--- config.mk ---
export PLATFORM = sky130hd
export DESIGN_NAME = operand_stage_flat
export DESIGN_NICKNAME = d
export VERILOG_FILES = /design/src/rtl/cpu_pkg.sv /design/src/rtl/operand_stage_if.sv /design/src/rtl/operand_stage_regfile.sv /design/src/rtl/operand_stage.sv /design/src/flat_wrapper.sv
export SDC_FILE = /design/constraint.sdc
export NUM_CORES = 2
export LEC_CHECK = 0
export BUFFER_PORTS_ARGS = -buffer_cell sky130_fd_sc_hd__buf_2
export CAP_MARGIN = 20
export CORE_ASPECT_RATIO = 1.5
export CORE_MARGIN = 1
export CORE_UTILIZATION = 52
export DETAILED_ROUTE_END_ITERATION = 8
export PLACE_DENSITY = 0.69
export SYNTH_ARGS = -nofsm -noshare
export SYNTH_HDL_FRONTEND = slang
export SYNTH_SLANG_ARGS = --single-unit
--- constraint.sdc ---
create_clock -name clk -period 49.9 [get_ports clk]
set_input_delay 7.485 -clock clk [delete_from_list [all_inputs] [get_ports clk]]
set_output_delay 7.485 -clock clk [all_outputs]
set_load 0.01 [all_outputs]
--- src/rtl/cpu_pkg.sv ---
// Shared CPU constants and types used by the operand stage and the ALU.
package cpu_pkg;

  localparam int unsigned DATA_WIDTH    = 32;
  localparam int unsigned ADDR_WIDTH    = 5;
  localparam int unsigned CONTROL_WIDTH = 3;
  localparam int unsigned NUM_REGS      = 2 ** ADDR_WIDTH;

  typedef enum logic [CONTROL_WIDTH-1:0] {
    ADD = CONTROL_WIDTH'(0),
    SUB = CONTROL_WIDTH'(1)
  } alumode_t;

  localparam logic [ADDR_WIDTH-1:0] REG_ZERO = ADDR_WIDTH'(0);
  localparam logic [ADDR_WIDTH-1:0] REG_A0   = ADDR_WIDTH'(10);

endpackage

--- src/rtl/operand_stage_if.sv ---
// Decode-side handshake, writeback port and ALU-side outputs of the operand stage.
interface operand_stage_if;
  import cpu_pkg::*;

  logic                     in_valid;
  logic                     in_ready;
  logic [ADDR_WIDTH-1:0]    rs1;
  logic [ADDR_WIDTH-1:0]    rs2;
  logic [DATA_WIDTH-1:0]    imm;
  logic                     use_imm;
  logic [CONTROL_WIDTH-1:0] ctrl_in;
  logic                     flush;
  logic                     wr_en;
  logic [ADDR_WIDTH-1:0]    wr_addr;
  logic [DATA_WIDTH-1:0]    wr_data;
  logic [DATA_WIDTH-1:0]    op [2];
  logic [CONTROL_WIDTH-1:0] ctrl;
  logic                     out_valid;
  logic                     out_ready;
  logic [DATA_WIDTH-1:0]    dbg_a0;

  modport slave (
    input  in_valid, rs1, rs2, imm, use_imm, ctrl_in, flush,
    input  wr_en, wr_addr, wr_data, out_ready,
    output in_ready, op, ctrl, out_valid, dbg_a0
  );

  modport master (
    output in_valid, rs1, rs2, imm, use_imm, ctrl_in, flush,
    output wr_en, wr_addr, wr_data, out_ready,
    input  in_ready, op, ctrl, out_valid, dbg_a0
  );

endinterface

--- src/rtl/operand_stage_regfile.sv ---
// Architectural register file: x0 reads zero, two async read ports, one write port.
// OPERAND_STAGE_BYPASS_EN forwards a same-cycle write to the read ports.
module operand_stage_regfile
  import cpu_pkg::*;
(
  input  logic                  clk_i,
  input  logic                  rst_i,
  input  logic [ADDR_WIDTH-1:0] ra1_i,
  input  logic [ADDR_WIDTH-1:0] ra2_i,
  input  logic                  use_imm_i,
  input  logic [DATA_WIDTH-1:0] imm_i,
  input  logic                  we_i,
  input  logic [ADDR_WIDTH-1:0] wa_i,
  input  logic [DATA_WIDTH-1:0] wd_i,
  output logic [DATA_WIDTH-1:0] rd1_o,
  output logic [DATA_WIDTH-1:0] rd2_o,
  output logic [DATA_WIDTH-1:0] dbg_a0_o
);

  logic [DATA_WIDTH-1:0] rf_q [NUM_REGS];
  logic                  wr_live;

  assign wr_live = we_i && (wa_i != REG_ZERO);

  always_ff @(posedge clk_i or posedge rst_i) begin
    if (rst_i) begin
      for (int i = 0; i < NUM_REGS; i++) rf_q[i] <= '0;
    end else if (wr_live) begin
      rf_q[wa_i] <= wd_i;
    end
  end

  always_comb begin
    rd1_o = (ra1_i == REG_ZERO) ? '0 : rf_q[ra1_i];
    rd2_o = (ra2_i == REG_ZERO) ? '0 : rf_q[ra2_i];
`ifdef OPERAND_STAGE_BYPASS_EN
    if (wr_live && (wa_i == ra1_i)) rd1_o = wd_i;
    if (wr_live && (wa_i == ra2_i)) rd2_o = wd_i;
`endif
    if (use_imm_i) rd2_o = imm_i;
  end

  assign dbg_a0_o = rf_q[REG_A0];

endmodule

--- src/rtl/operand_stage.sv ---
// Decode-to-execute stage: register file read, operand select and a single
// valid/ready pipeline register feeding the ALU. Option: OPERAND_STAGE_BYPASS_EN.
module operand_stage
  import cpu_pkg::*;
(
  input logic           clk,
  input logic           rst,
  operand_stage_if.slave bus
);

  logic [DATA_WIDTH-1:0]    rd1, rd2;
  logic [DATA_WIDTH-1:0]    op_q [2];
  logic [DATA_WIDTH-1:0]    op_d [2];
  logic [CONTROL_WIDTH-1:0] ctrl_q, ctrl_d;
  logic                     valid_q, valid_d;
  logic                     in_ready, accept, consume;

  operand_stage_regfile u_regfile (
    .clk_i    (clk),
    .rst_i    (rst),
    .ra1_i    (bus.rs1),
    .ra2_i    (bus.rs2),
    .use_imm_i(bus.use_imm),
    .imm_i    (bus.imm),
    .we_i     (bus.wr_en),
    .wa_i     (bus.wr_addr),
    .wd_i     (bus.wr_data),
    .rd1_o    (rd1),
    .rd2_o    (rd2),
    .dbg_a0_o (bus.dbg_a0)
  );

  assign in_ready = !valid_q || bus.out_ready;
  assign accept   = bus.in_valid && in_ready && !bus.flush;
  assign consume  = valid_q && bus.out_ready;

  // Flush beats accept and consume; operands only move on an accept.
  always_comb begin
    op_d    = op_q;
    ctrl_d  = ctrl_q;
    valid_d = valid_q;
    if (bus.flush) begin
      valid_d = 1'b0;
    end else if (accept) begin
      op_d[0] = rd1;
      op_d[1] = rd2;
      ctrl_d  = bus.ctrl_in;
      valid_d = 1'b1;
    end else if (consume) begin
      valid_d = 1'b0;
    end
  end

  always_ff @(posedge clk or posedge rst) begin
    if (rst) begin
      op_q[0] <= '0;
      op_q[1] <= '0;
      ctrl_q  <= ADD;
      valid_q <= 1'b0;
    end else begin
      op_q    <= op_d;
      ctrl_q  <= ctrl_d;
      valid_q <= valid_d;
    end
  end

  assign bus.in_ready  = in_ready;
  assign bus.op        = op_q;
  assign bus.ctrl      = ctrl_q;
  assign bus.out_valid = valid_q;

endmodule

--- src/flat_wrapper.sv ---
// flat-port wrapper written by rule: the top's interface ports become plain ports
module operand_stage_flat import cpu_pkg::*;
  (clk, rst, bus_in_valid, bus_rs1, bus_rs2, bus_imm, bus_use_imm, bus_ctrl_in, bus_flush, bus_wr_en, bus_wr_addr, bus_wr_data, bus_out_ready, bus_in_ready, bus_op, bus_ctrl, bus_out_valid, bus_dbg_a0);
  operand_stage_if bus_i ();
  input logic clk;
  input logic rst;
  input wire logic [$bits(bus_i.in_valid)-1:0] bus_in_valid;
  input wire logic [$bits(bus_i.rs1)-1:0] bus_rs1;
  input wire logic [$bits(bus_i.rs2)-1:0] bus_rs2;
  input wire logic [$bits(bus_i.imm)-1:0] bus_imm;
  input wire logic [$bits(bus_i.use_imm)-1:0] bus_use_imm;
  input wire logic [$bits(bus_i.ctrl_in)-1:0] bus_ctrl_in;
  input wire logic [$bits(bus_i.flush)-1:0] bus_flush;
  input wire logic [$bits(bus_i.wr_en)-1:0] bus_wr_en;
  input wire logic [$bits(bus_i.wr_addr)-1:0] bus_wr_addr;
  input wire logic [$bits(bus_i.wr_data)-1:0] bus_wr_data;
  input wire logic [$bits(bus_i.out_ready)-1:0] bus_out_ready;
  output wire logic [$bits(bus_i.in_ready)-1:0] bus_in_ready;
  output wire logic [$bits(bus_i.op)-1:0] bus_op;
  output wire logic [$bits(bus_i.ctrl)-1:0] bus_ctrl;
  output wire logic [$bits(bus_i.out_valid)-1:0] bus_out_valid;
  output wire logic [$bits(bus_i.dbg_a0)-1:0] bus_dbg_a0;
  assign bus_i.in_valid = bus_in_valid;
  assign bus_i.rs1 = bus_rs1;
  assign bus_i.rs2 = bus_rs2;
  assign bus_i.imm = bus_imm;
  assign bus_i.use_imm = bus_use_imm;
  assign bus_i.ctrl_in = bus_ctrl_in;
  assign bus_i.flush = bus_flush;
  assign bus_i.wr_en = bus_wr_en;
  assign bus_i.wr_addr = bus_wr_addr;
  assign bus_i.wr_data = bus_wr_data;
  assign bus_i.out_ready = bus_out_ready;
  assign bus_in_ready = bus_i.in_ready;
  assign bus_op = {>>{bus_i.op}};
  assign bus_ctrl = bus_i.ctrl;
  assign bus_out_valid = bus_i.out_valid;
  assign bus_dbg_a0 = bus_i.dbg_a0;
  operand_stage u_core (.clk(clk), .rst(rst), .bus(bus_i));
endmodule
==> impl_metrics.toml <==
[status]
status = "finished clean"

[sta]
max_freq_mhz = 64.5
slew_limit_headroom_pct = 22.4
transition_at_the_pin_with_the_smallest_max_transition_slack_ps = 1160
finalHoldViolCount = 0
period_needed_ps = 15510
report.final.slew_viol_count = 0
fin_tns_setup_ps = 0
finalCritPeriodShare_pct = 31.1
unrepaired_setup_endpoints_after_global_routing = "false"
whs_ps = 398
setup-violations-final = 0
finClkSkew_ps = 21.0

[route]
number_of_iterations_in_the_first_detailed_routing_pass = 5
detail_route.wirelength_um = 186000
number_of_vias_per_cell_after_detailed_routing = 7.03
postRouteAntennaNets = 0
remaining_drcs = 0
num_vias = 37923
first_iter_violations = 3937
detail_route.wl_per_cell_um = 34.5

[clocking]
cts-buffers-inserted = 103
numClockSinks = 1092
later_pin_clock_latency_in_the_skew_report_ps = 730
maximum_root_to_sink_buffer_count = 3
post_cts.resized_instances = 0
cts.root.buffer_cell = "sky130_fd_sc_hd__clkbuf_16"
cts_hold_buffers = 0
tritoncts_clock_tree = "built"
clkTransAtPathRegs_ps = 60
cts_post_setup_buffers_inserted = 0
cts_htree_levels = 3

[critical_path]
endpoint_kind = "output port"
timing.critical_path.required_ps = 42420
critical_path_peak_fanout = 3
startpoint_type = "input port"
cp_data_arrival_time_ps = 8030
crit_type = "in2out"

[synth]
largest_family_of_logic_cells_by_synthesized_area = "multiplexers"
syn_avg_cell_area_um2 = 14.5
ys.flop_type = "sky130_fd_sc_hd__dfrtp_1"
synth-edff-count = 0
synth_compound_gate_area_share_pct = 5.77
synth_nets = 4052
synthesis.yosys.warnings = 0
yosys.area_share.simple_pct = 1.94
netlist_area_um2 = 57600
yosysSeqAreaShare_pct = 47.4
synth-seq-cells = 1092
parity_gate_share_of_the_synthesized_area_counting_xor_and_xnor_cells_pct = 0
muxShareOfSynthArea_pct = 41.0
share_of_synthesized_flip_flops_with_an_asynchronous_set_or_reset_pct = 100
syn-instance-count = 3963
post_synth_num_cell_types = 41
yosys.area_share.adder_pct = 0

[die]
num_rows = 149
die_x_um = 274
core-area_um2 = 110000
initial_core_util_pct = 52.5
dieArea_um2 = 112000
io_pins = 190
fp.dieH_um = 410

[power]
power_leakage_nw = 27.1
sequentialPowerShare_pct = 46.9
p_sw_share_pct = 27.9
design_power_total_mw = 2.53
cellPowerDensity_nw_per_um2 = 40.3
switchingPower_uw = 704
cellInternalPower_mw = 1.82
power.share.combinational_pct = 20.5
maximum_ir_drop_on_the_vdd_rail_mv = 0.0297
clkPwrFrac_pct = 32.7

[global_routing]
grt_start_max_net_pins = 168
overflow = 0
antenna_found_initial = 19
globalRouteTotalUtil_pct = 33.6
grt_pass1_wl_um = 272000
grt_pass1_vias = 38736

[placed_design]
dp_cells = 5198
gp_congestion = 0.820
place.port_buffers = 189
hpwlAfterDp_um = 107000

[worst_hold_path]
hp-class = "reg2reg"

[cells_and_area]
filler_cell_count = 8682
final_layout_size_suffix_gt1_share_pct = 51.8
layoutNonFillerInstCount = 5391
layout_commonest_cell = "sky130_fd_sc_hd__mux2_2"
syn_to_final_growth_pct = 8.86
final_nets = 3961
mostFrequentLayoutCells = "sky130_fd_sc_hd__mux2_2 (1117), sky130_fd_sc_hd__dfrtp_1 (1092), sky130_fd_sc_hd__mux4_2 (418), sky130_fd_sc_hd__buf_2 (181), sky130_fd_sc_hd__mux2i_1 (163)"

[job]
cap_violations = 0
==> critical path: stages <==
cell,delay [ps]
sky130_fd_sc_hd__buf_2,90
sky130_fd_sc_hd__nand2b_2,250
sky130_fd_sc_hd__buf_2,190
==> sequential cells by signal, indices dropped and copies added (netlist names) <==
| name | flops |
|---|---|
| u_core.u_regfile.rf_q | 992 |
| u_core.bus.op | 64 |
| u_core.u_regfile.dbg_a0_o | 32 |
| u_core.bus.ctrl | 3 |
| u_core.bus.out_valid | 1 |
==> stage by stage <==
| step | setup slack, ps | cell area, um^2 | util (%) |
|---|---|---|---|
| after global placement | 34350 | 59100 | 53.8 |
| after floorplan | 11670 | 57600 | - |
| after CTS | 34350 | 62600 | 57.0 |
| final | 34390 | 62700 | 57.1 |
| after detailed placement | 34350 | 59100 | 53.8 |
| after global routing | 34360 | 62700 | 57.1 |
==> cells by family after synthesis <==
family          Yosys count
mux                    1698
compound gates          450
flops                  1092
simple gates            244
buf+inv                 479
==> cell usage after synthesis, drive strengths merged, types with 19 or more instances <==
master   instances  area (um^2)
a21oi           96          480
nor2            51          191
a2111oi         29          322
dfrtp         1092        27300
mux2i          163         1630
nor2b           19          119
mux4           418         9410
o221ai          31          272
a22o            31          272
a221oi          46          403
mux2          1117        12600
nand2          111          417
clkbuf         269         1010
o22ai           43          269
a211oi          87          653
buf            206         1190
==> final timing paths <==
check | from | to | slack (ps) | cells past startpoint
worst max-delay path | bus_out_ready | bus_in_ready | 34390 | 3
worst min-delay path | u_core.u_regfile.rf_q[1017] | u_core.u_regfile.rf_q[1017] | 400 | 0
worst min register to register | u_core.u_regfile.rf_q[1017] | u_core.u_regfile.rf_q[1017] | 400 | 0
max in group asynchronous | rst | u_core.u_regfile.rf_q[646] | 38940 | 8
worst max register to register | u_core.bus.out_valid | u_core.bus.op[57] | 46660 | 6
min in group asynchronous | rst | u_core.u_regfile.rf_q[345] | 6850 | 2
==> power groups by stage <==
stage          clock, mW  sequential, mW  combinational, mW
2_1_floorplan          0            1.15              0.409
3_3_place_gp           0            1.18              0.503
3_5_place_dp           0            1.19              0.514
4_1_cts            0.835            1.18              0.516
5_1_grt            0.866            1.20              0.552
6_report           0.825            1.18              0.517
==> layout make-up <==
type	count	area (um^2)	area share [%]
clock inverter	37	387	0.616
tap	1434	1790	2.86
clock buffer	149	3110	4.95
sequential	1092	27300	43.6
multi-input combinational	2392	28300	45.1
inverter	4	22.5	0.0359
timing repair buffer	279	1770	2.82
antenna	4	10.0	0.0160
==> layer usage <==
metal	track usage (%)	vias to the layer above	wire length, um
met5	0	-	143
met4	15.3	22	9000
met3	7.69	485	17300
met2	52.1	1862	87100
met1	45.1	20503	72200
li1	-	15051	-
No activity file was read; power rests on OpenSTA's default activity.
